$ cat src/rtl/walk_request_arbiter.sv
// Debounced multi-channel walk-request latch with round-robin valid/ack offer.
// Optional wait-age tracking is built when WALK_AGE_EN is defined.
module walk_request_arbiter #(
  parameter int CHANNELS = 4,
  parameter int DEBOUNCE = 3,
  parameter int AGE_W    = 8,
  localparam int CH_W    = (CHANNELS > 1) ? $clog2(CHANNELS) : 1
) (
  input  logic                clk,
  input  logic                sys_reset,
  input  logic [CHANNELS-1:0] walkRequest_in,
  input  logic [CHANNELS-1:0] walkRegister_reset,
  output logic [CHANNELS-1:0] walkRegister_status,
  output logic                any_pending,
  output logic                serve_valid,
  output logic [CH_W-1:0]     serve_ch,
  input  logic                serve_ack,
  output logic [AGE_W-1:0]    max_age
);

  localparam int DB_W = $clog2(DEBOUNCE + 1);
  localparam logic [DB_W-1:0] DB_MAX  = DB_W'(DEBOUNCE);
  localparam logic [DB_W-1:0] DB_LAST = DB_W'(DEBOUNCE - 1);

  typedef enum logic {IDLE, OFFER} state_e;

  state_e              state_q;
  logic [CHANNELS-1:0] pend_q, pend_d, qual, clr, avail;
  logic [DB_W-1:0]     cnt_q [CHANNELS];
  logic [CH_W-1:0]     rr_q, ch_q, pick, rr_nxt;
  logic                valid_q, found, ack_ok, wdraw;

  assign wdraw  = (state_q == OFFER) && walkRegister_reset[ch_q];
  assign ack_ok = (state_q == OFFER) && serve_ack && !walkRegister_reset[ch_q];
  assign rr_nxt = (ch_q == CH_W'(CHANNELS - 1)) ? '0 : ch_q + 1'b1;

  always_comb begin
    for (int i = 0; i < CHANNELS; i++) begin
      qual[i] = walkRequest_in[i] && (cnt_q[i] == DB_LAST);
      clr[i]  = walkRegister_reset[i] || (ack_ok && ch_q == CH_W'(i));
    end
    pend_d = (pend_q | qual) & ~clr;
  end

  // First pending channel at or after rr_q, wrapping around
  always_comb begin
    found = 1'b0;
    pick  = '0;
    avail = pend_q & ~walkRegister_reset;
    for (int k = 0; k < CHANNELS; k++) begin
      int idx;
      idx = int'(rr_q) + k;
      if (idx >= CHANNELS) idx = idx - CHANNELS;
      if (!found && avail[idx]) begin
        found = 1'b1;
        pick  = CH_W'(idx);
      end
    end
  end

  always_ff @(posedge clk) begin
    if (sys_reset) begin
      state_q <= IDLE;
      valid_q <= 1'b0;
      ch_q    <= '0;
      rr_q    <= '0;
      pend_q  <= '0;
      for (int i = 0; i < CHANNELS; i++) cnt_q[i] <= '0;
    end else begin
      pend_q <= pend_d;
      for (int i = 0; i < CHANNELS; i++) begin
        if (!walkRequest_in[i])     cnt_q[i] <= '0;
        else if (cnt_q[i] != DB_MAX) cnt_q[i] <= cnt_q[i] + 1'b1;
      end
      unique case (state_q)
        IDLE: begin
          if (found) begin
            state_q <= OFFER;
            valid_q <= 1'b1;
            ch_q    <= pick;
          end
        end
        OFFER: begin
          if (wdraw) begin
            state_q <= IDLE;
            valid_q <= 1'b0;
          end else if (serve_ack) begin
            state_q <= IDLE;
            valid_q <= 1'b0;
            rr_q    <= rr_nxt;
          end
        end
        default: state_q <= IDLE;
      endcase
    end
  end

  assign walkRegister_status = pend_q;
  assign any_pending         = |pend_q;
  assign serve_valid         = valid_q;
  assign serve_ch            = ch_q;

`ifdef WALK_AGE_EN
  logic [AGE_W-1:0] age_q [CHANNELS];
  logic [AGE_W-1:0] max_d, max_q;

  always_comb begin
    max_d = '0;
    for (int i = 0; i < CHANNELS; i++)
      if (pend_q[i] && age_q[i] > max_d) max_d = age_q[i];
  end

  // Age restarts at 0 on a fresh request and drops to 0 once cleared
  always_ff @(posedge clk) begin
    if (sys_reset) begin
      max_q <= '0;
      for (int i = 0; i < CHANNELS; i++) age_q[i] <= '0;
    end else begin
      max_q <= max_d;
      for (int i = 0; i < CHANNELS; i++) begin
        if (!(pend_d[i] && pend_q[i])) age_q[i] <= '0;
        else if (age_q[i] != '1)      age_q[i] <= age_q[i] + 1'b1;
      end
    end
  end

  assign max_age = max_q;
`else
  assign max_age = '0;
`endif

endmodule

$ cat config.mk
export PLATFORM = sky130hd
export DESIGN_NAME = walk_request_arbiter
export DESIGN_NICKNAME = d
export VERILOG_FILES = /design/src/rtl/walk_request_arbiter.sv
export SDC_FILE = /design/constraint.sdc
export NUM_CORES = 1
export LEC_CHECK = 0
export CAP_MARGIN = 10
export CELL_PAD_IN_SITES_DETAIL_PLACEMENT = 0
export CELL_PAD_IN_SITES_GLOBAL_PLACEMENT = 1
export CORE_MARGIN = 1
export CORE_UTILIZATION = 34
export CTS_CLUSTER_SIZE = 12
export DETAILED_ROUTE_END_ITERATION = 7
export PLACE_DENSITY = 0.78
export SYNTH_ARGS = -nofsm -noshare
export SYNTH_HDL_FRONTEND = slang
export SYNTH_SLANG_ARGS = --single-unit
$ cat constraint.sdc
create_clock -name clk -period 1.3 [get_ports clk]
set_input_delay 0.26 -clock clk [delete_from_list [all_inputs] [get_ports clk]]
set_output_delay 0.26 -clock clk [all_outputs]
set_load 0.01 [all_outputs]
==> results by group, run 1 <==
Status
  – Outcome: finished with violations
  – Failing checks: setup timing

Synthesis
  – Number of synthesized flops with an enable pin: 8
  – Synthesized cell area: 0.00114 mm²
  – Count leader, synth: ha_1
  – Post-synthesis sequential area ratio: 0.386
  – Yosys warns: 0
  – Top_reg_cell synth: dfxtp_1
  – Synth top area cells: edfxtp_1 21%, dfxtp_1 18%, ha_1 13%, a2111oi_2 5.3%, buf_4 5.3%
  – Post-synth top area share: 0.211
  – Synth Instances: 112
  – Synth async-reset ratio: 0
  – Most frequent cells after synthesis: 12 x ha_1, 10 x dfxtp_1, 10 x nor2_1
  – Distinct cells, synth: 31
  – Synthesized area per cell: 10.2 µm²
  – Cell taking the most area after synthesis: edfxtp_1
  – Yosys reg bits: 18

GRT
  – Largest net degree at the start of global routing: 11
  – Initial antenna violation count: 0
  – Vias in the first global route: 908
  – GRT Residual Overflow: 0
  – Overall routing resource usage: 0.153
  – First-pass GRT wire length: 3960 µm

Timing
  – Final worst-path cycle share: 1.19
  – Minimum clock period: 1.54 ns
  – Clock skew: 0.00326 ns
  – RSZ-0062 raised after global routing: true
  – Final worst-path setup slack: -0.242 ns
  – Final setup fails: 9
  – Setup TNS: -0.808 ns
  – Fmax: 648 MHz
  – Final Max Tran Viols: 0
  – Fin. Hold Viols: 0

Floorplanning
  – Core ar.: 0.00313 mm²
  – Die area: 0.00359 mm²
  – Die X: 59.9 µm
  – I/O pin count: 27
  – # rows: 20
  – Die Y-Extent: 59.9 µm
  – Initial core utilization: 0.364

Clock network
  – CTS Buf Count: 3
  – Root Driver: clkbuf_4
  – Clk sinks: 18
  – Hold-fix buffers, CTS: 0
  – Clock buffer depth: 2
  – CTS H-tree lvls: 1
  – TritonCTS clock tree: done
  – Clk Latency, worst-skew pair: 0.30 ns
  – CTS clk-pin slew, worst paths: 0.11 ns

Final layout
  – Register area: 447 µm²
  – Ant. Diodes: 0
  – Layout cells sized above 1: 0.413
  – Footprint of the multi-input gates: 714 µm²
  – Fin nets: 179
  – Final Util: 0.512
  – Post-route cell area: 0.00160 mm²
  – FILL cells: 289
  – Area growth syn-to-layout: 40.6%

Detailed routing
  – Routed length on met1: 1080 µm
  – Routed wire length: 2540 µm
  – Remaining antenna violation count: 0
  – Drt pass-1 iters: 4
  – Wire length on met3: 100 µm
  – Top Layer Used: met3
  – Per-cell routed wire length: 12.8 µm
  – Met2 WL post-DR: 1360 µm
  – Vias: 949
  – Vias per cell: 4.77
  – Initial drt markers: 18
  – DRC violations left: 0

Placement
  – RD Place Congestion: 0.874
  – I/O Buffers: 18
  – Placed wire-length estimate: 1920 µm
  – Worst slack, placed: -0.464 ns
  – Post-DP Area: 0.00150 mm²

Setup path
  – Critical path data arrival time: 1.28 ns
  – Worst-path fanout max: 2
  – Critical setup path kind: reg -> out
  – Crit end category: output port
  – CP Launch Type: flip-flop
  – CP Data Required Time: 1.04 ns

Power
  – Worst vdd ir: 0.174 mV
  – Lkg Pwr: 0.664 nW
  – Pwr Density: 673 mW/mm²

Run
  – Max cap viols: 0

Hold path
  – HP Class: in -> reg
## timing repair
action                                  4_1_cts  5_1_grt
pin swaps                                     1        6
endpoints found under the setup margin       19       22
gates resized for setup                      27       23
setup buffers                                 1        2
## registers in the layout (all words and copies together) (netlist names)
name                 cells
walkRegister_status      4
rr_q                     2
cnt_q                    8
state_q                  1
serve_ch                 2
serve_valid              1
## final timing paths
path	depth (start not counted)	from	end	slack, ns
setup / recovery	2	walkRegister_status[0]	any_pending	-0.24
setup reg to reg	4	serve_ch[0]	rr_q[1]	-0.11
hold reg to reg	2	state_q	state_q	0.52
hold / removal	2	walkRegister_reset[3]	walkRegister_status[3]	0.29
## cells in the final DEF (no fill, tap or decap), types with 2 or more instances in the layout
cell type	count
nor2b_1	3
nand2_2	2
ha_1	8
nor2_2	4
clkbuf_2	2
inv_1	7
a21oi_2	5
clkbuf_4	3
clkdlybuf4s50_1	5
dfxtp_2	2
buf_4	24
ha_2	4
dfxtp_1	7
nand3b_1	5
o21ai_1	4
dlygate4sd2_1	7
edfxtp_1	8
nand2b_1	4
buf_2	2
or3b_4	5
a21oi_1	4
nor2_1	6
conb_1	8
nand2_1	3
a2111oi_2	3
## kinds of logic after synthesis
kind of cell,synth area share
buf+inv,0.0823
fa+ha+maj,0.132
simple gates,0.216
compound gates,0.160
other cells,0.00329
flops,0.386
mux,0.0198
## power by group
part | internal (mW) | switching (mW) | total, mW
Clock | 0.112 | 0.184 | 0.296
Combinational | 0.0876 | 0.0785 | 0.166
Sequential | 0.604 | 0.0120 | 0.616
## final cells by class
cell class	instances	share of cell area
clock buffer	3	0.0141
timing repair buffer	42	0.208
sequential	18	0.279
clock inverter	1	0.00234
multi-input combinational	84	0.446
tap	44	0.0343
inverter	7	0.0164
## worst max-delay path: stages (launching register included)
cell     delay [ns]
dfxtp_1        0.32
or4_1          0.51
buf_2          0.15
## per-stage QoR
step / instances / power [mW] / hold WS (ns)
final: 199 / 1.08 / 0.295
after floorplan: 119 / 0.711 / 0.329
after detailed placement: 192 / 0.779 / 0.503
after CTS: 197 / 1.07 / 0.285
after global placement: 192 / 0.773 / 0.487
after global routing: 199 / 1.13 / 0.271
## metal layers
metal	vias up	GRT usage
li1	474	-
met1	450	0.176
met2	25	0.271
met3	0	0.0281
met4	0	0.0698
met5	-	0
No activity file was read; power rests on OpenSTA's default activity.
==> run 2: changes to the inputs <==
- CORE_UTILIZATION: 34 -> 30
- PLACE_DENSITY: 0.78 -> 0.71
- SETUP_SLACK_MARGIN: default -> 0.5
==> run 2 against run 1 <==
Effect of this change: the run still ends with setup timing left; setup slack improved by 0.046 ns; non-clock buffer count increased by 7; sequential power decreased by 1%; global-route usage decreased by 1.6 points; fmax increased by 3.1%; largest power group unchanged; first-iteration DRC count increased by 44%; worst hold slack improved by 0.16 ns; sequential cell count unchanged; die area increased by 13%; via count increased by 3.1%; combinational power increased by 16%; highest routed layer is now met4; critical path type unchanged.
==> results by group, run 2 (same netlist as run 1, synthesis figures left out) <==
Status
  – Outcome: finished with violations
  – Failing checks: setup timing

Final layout
  – Largest register FFs: 8 (unchanged)
  – Post-route cell area: 0.00180 mm² (+12%)
  – Post-Layout Cell Count: 210 (+5.5%)
  – Area growth syn-to-layout: 57.8%
  – Ant. Diodes: 0 (unchanged)
  – Layout cells sized above 1: 0.506 (+0.0933)
  – Top reg by flops: cnt_q
  – Most frequent cells in the layout: 20 x buf_4, 18 x buf_6, 8 x ha_1, 8 x conb_1, 8 x edfxtp_1
  – Register area: 462 µm² (+3.4%)
  – Footprint of the multi-input gates: 754 µm² (+5.6%)
  – FILL cells: 348 (+20%)
  – Fin nets: 186 (+3.9%)
  – Commonest non-fill, non-tap cell in the layout: buf_4

Timing
  – Minimum clock period: 1.50 ns (-0.0459 ns)
  – Final worst-path setup slack: -0.196 ns (+0.0459 ns)
  – Worst hold slack: 0.455 ns (+0.160 ns)
  – RSZ-0062 raised after global routing: true
  – Fin. Hold Viols: 0 (unchanged)
  – Fmax: 668 MHz (+3.1%)
  – Clock skew: 0.00223 ns (-0.00103 ns)
  – Final setup fails: 10 (+1)
  – Final worst-path cycle share: 1.15 (-0.0353)
  – Final Max Tran Viols: 0 (unchanged)

Power
  – Worst vdd ir: 0.285 mV (+64%)
  – Switching portion of total power: 0.240 (-0.0142)
  – Reg power frac: 0.503 (-0.069)
  – Comb pwr share: 0.159 (+0.005)
  – Pint: 921 µW (+15%)
  – Pwr Density: 674 mW/mm² (+0.18%)
  – Clk pwr share: 0.338 (+0.064)
  – Psw: 292 µW (+6.2%)
  – Lkg Pwr: 0.719 nW (+8.2%)

Detailed routing
  – Vias: 978 (+3.1%)
  – Remaining antenna violation count: 0 (unchanged)
  – Per-cell routed wire length: 12.5 µm (-2.4%)
  – Vias per cell: 4.66 (-2.3%)
  – Initial drt markers: 26 (+8)
  – Routed wire length: 2620 µm (+3.0%)
  – DRC violations left: 0 (unchanged)
  – Drt pass-1 iters: 4 (unchanged)

Setup path
  – Worst reg2reg path startpoint: serve_ch[0]
  – Crit end category: output port
  – Worst-path fanout max: 2 (unchanged)
  – CP Launch Type: flip-flop
  – R2R depth: 4 (unchanged)
  – CP Depth: 2 (unchanged)
  – Critical setup path kind: reg -> out
  – Crit-path max cell delay: 0.51 ns (about the same)
  – Slowest CP cell: or4_4
  – CP top delay family: simple AND/OR/NAND/NOR gates
  – WP buf/inv: 1 (unchanged)
  – CP startpoint: walkRegister_status[0]
  – Critical path, cell by cell: or4_4 > buf_6
  – Critical path data arrival time: 1.24 ns (-0.04 ns)
  – CP Data Required Time: 1.04 ns (about the same)

Clock network
  – Clk Latency, worst-skew pair: 0.25 ns (-0.05 ns)
  – Clock buffer depth: 2 (unchanged)
  – Clk sinks: 18 (unchanged)
  – Root Driver: clkbuf_8
  – CTS H-tree lvls: 1 (unchanged)
  – TritonCTS clock tree: done
  – CTS clk-pin slew, worst paths: 0.07 ns (-0.04 ns)
  – CTS Buf Count: 3 (unchanged)

Floorplanning
  – Die Y-Extent: 63.6 µm (+6.2%)
  – Die area: 0.00405 mm² (+13%)
  – # rows: 22 (+10%)
  – Initial core utilization: 0.311 (-0.0531)
  – Die X: 63.6 µm (+6.2%)
  – I/O pin count: 27 (unchanged)
  – Core ar.: 0.00366 mm² (+17%)

GRT
  – Vias in the first global route: 908 (unchanged)
  – First-pass GRT wire length: 4250 µm (+7.3%)
  – Overall routing resource usage: 0.137 (-0.0160)
  – Largest net degree at the start of global routing: 11 (unchanged)
  – Initial antenna violation count: 0 (unchanged)
  – GRT Residual Overflow: 0 (unchanged)

Hold path
  – Hold depth: 3 (+1)
  – Worst Hold Launch: walkRegister_reset[1]
  – HP Class: in -> reg

Run
  – Max cap viols: 0 (unchanged)

Placement
  – Placed wire-length estimate: 1950 µm (+1.3%)
  – RD Place Congestion: 0.763 (-13%)
  – Post-DP Area: 0.00154 mm² (+3.1%)
  – Placed insts: 195 (+1.6%)
  – I/O Buffers: 18 (unchanged)
[run 2: changes by cell type in the layout (fill, tap and decap cells not counted), sizes merged]
cell / previous run / this run
dlygate4sd2: 7 / 5
clkdlybuf4s15: 1 / 0
clkinv: 1 / 0
dlymetal6s2s: 1 / 0
buf: 26 / 39
clkbuf: 5 / 4
[run 2: final timing paths]
check	end	slack (ns)
max reg2reg	rr_q[1]	-0.11
min reg2reg	state_q	0.53
max	any_pending	-0.20
min	walkRegister_status[1]	0.45
[run 2: repair_timing]
item,4_1_cts,5_1_grt
gates cloned,1,0
pin swaps,8,10
setup buffers,6,4
resized for setup,59,18
endpoints found under the setup margin,34,34
hold buffers,0,0
hold endpoints to repair,0,0
[run 2: layout make-up]
| type | count | share of cell area |
|---|---|---|
| Clock buffer | 4 | 0.0250 |
| Inverter | 7 | 0.0146 |
| Multi-Input combinational cell | 84 | 0.419 |
| Sequential cell | 18 | 0.257 |
| Tap cell | 48 | 0.0334 |
| Timing Repair Buffer | 49 | 0.251 |
[run 2: routing by layer]
layer  share of wire  wire length [µm]  global-route usage
met2            0.46              1200               0.197
met1            0.49              1290               0.196
met3           0.034                89              0.0254
met5               0                 0                   0
met4           0.016                41              0.0597
[run 2: power groups by stage]
stage,clock network (mW),registers [mW],logic [mW]
2_1_floorplan,0,0.623,0.0958
3_3_place_gp,0,0.623,0.152
3_5_place_dp,0,0.624,0.156
4_1_cts,0.418,0.611,0.169
5_1_grt,0.453,0.611,0.212
6_report,0.410,0.610,0.193
[run 2: worst reg2reg max path, delay by kind of cell, from the launching register on]
| family | cells | cell delay [ns] |
|---|---|---|
| compound gates | 1 | 0.11 |
| flops | 1 | 0.36 |
| mux | 1 | 0.59 |
| simple gates | 2 | 0.28 |
[run 2: through the flow]
stage	utilization	worst slack (ns)	TNS, ns	total power, mW
after CTS	0.463	-0.201	-0.815	1.20
final	0.491	-0.196	-0.826	1.21
after floorplan	-	-0.0523	-0.238	0.719
after detailed placement	0.422	-0.491	-6.20	0.780
after global placement	0.422	-0.431	-5.53	0.775
after global routing	0.491	-0.232	-1.37	1.28
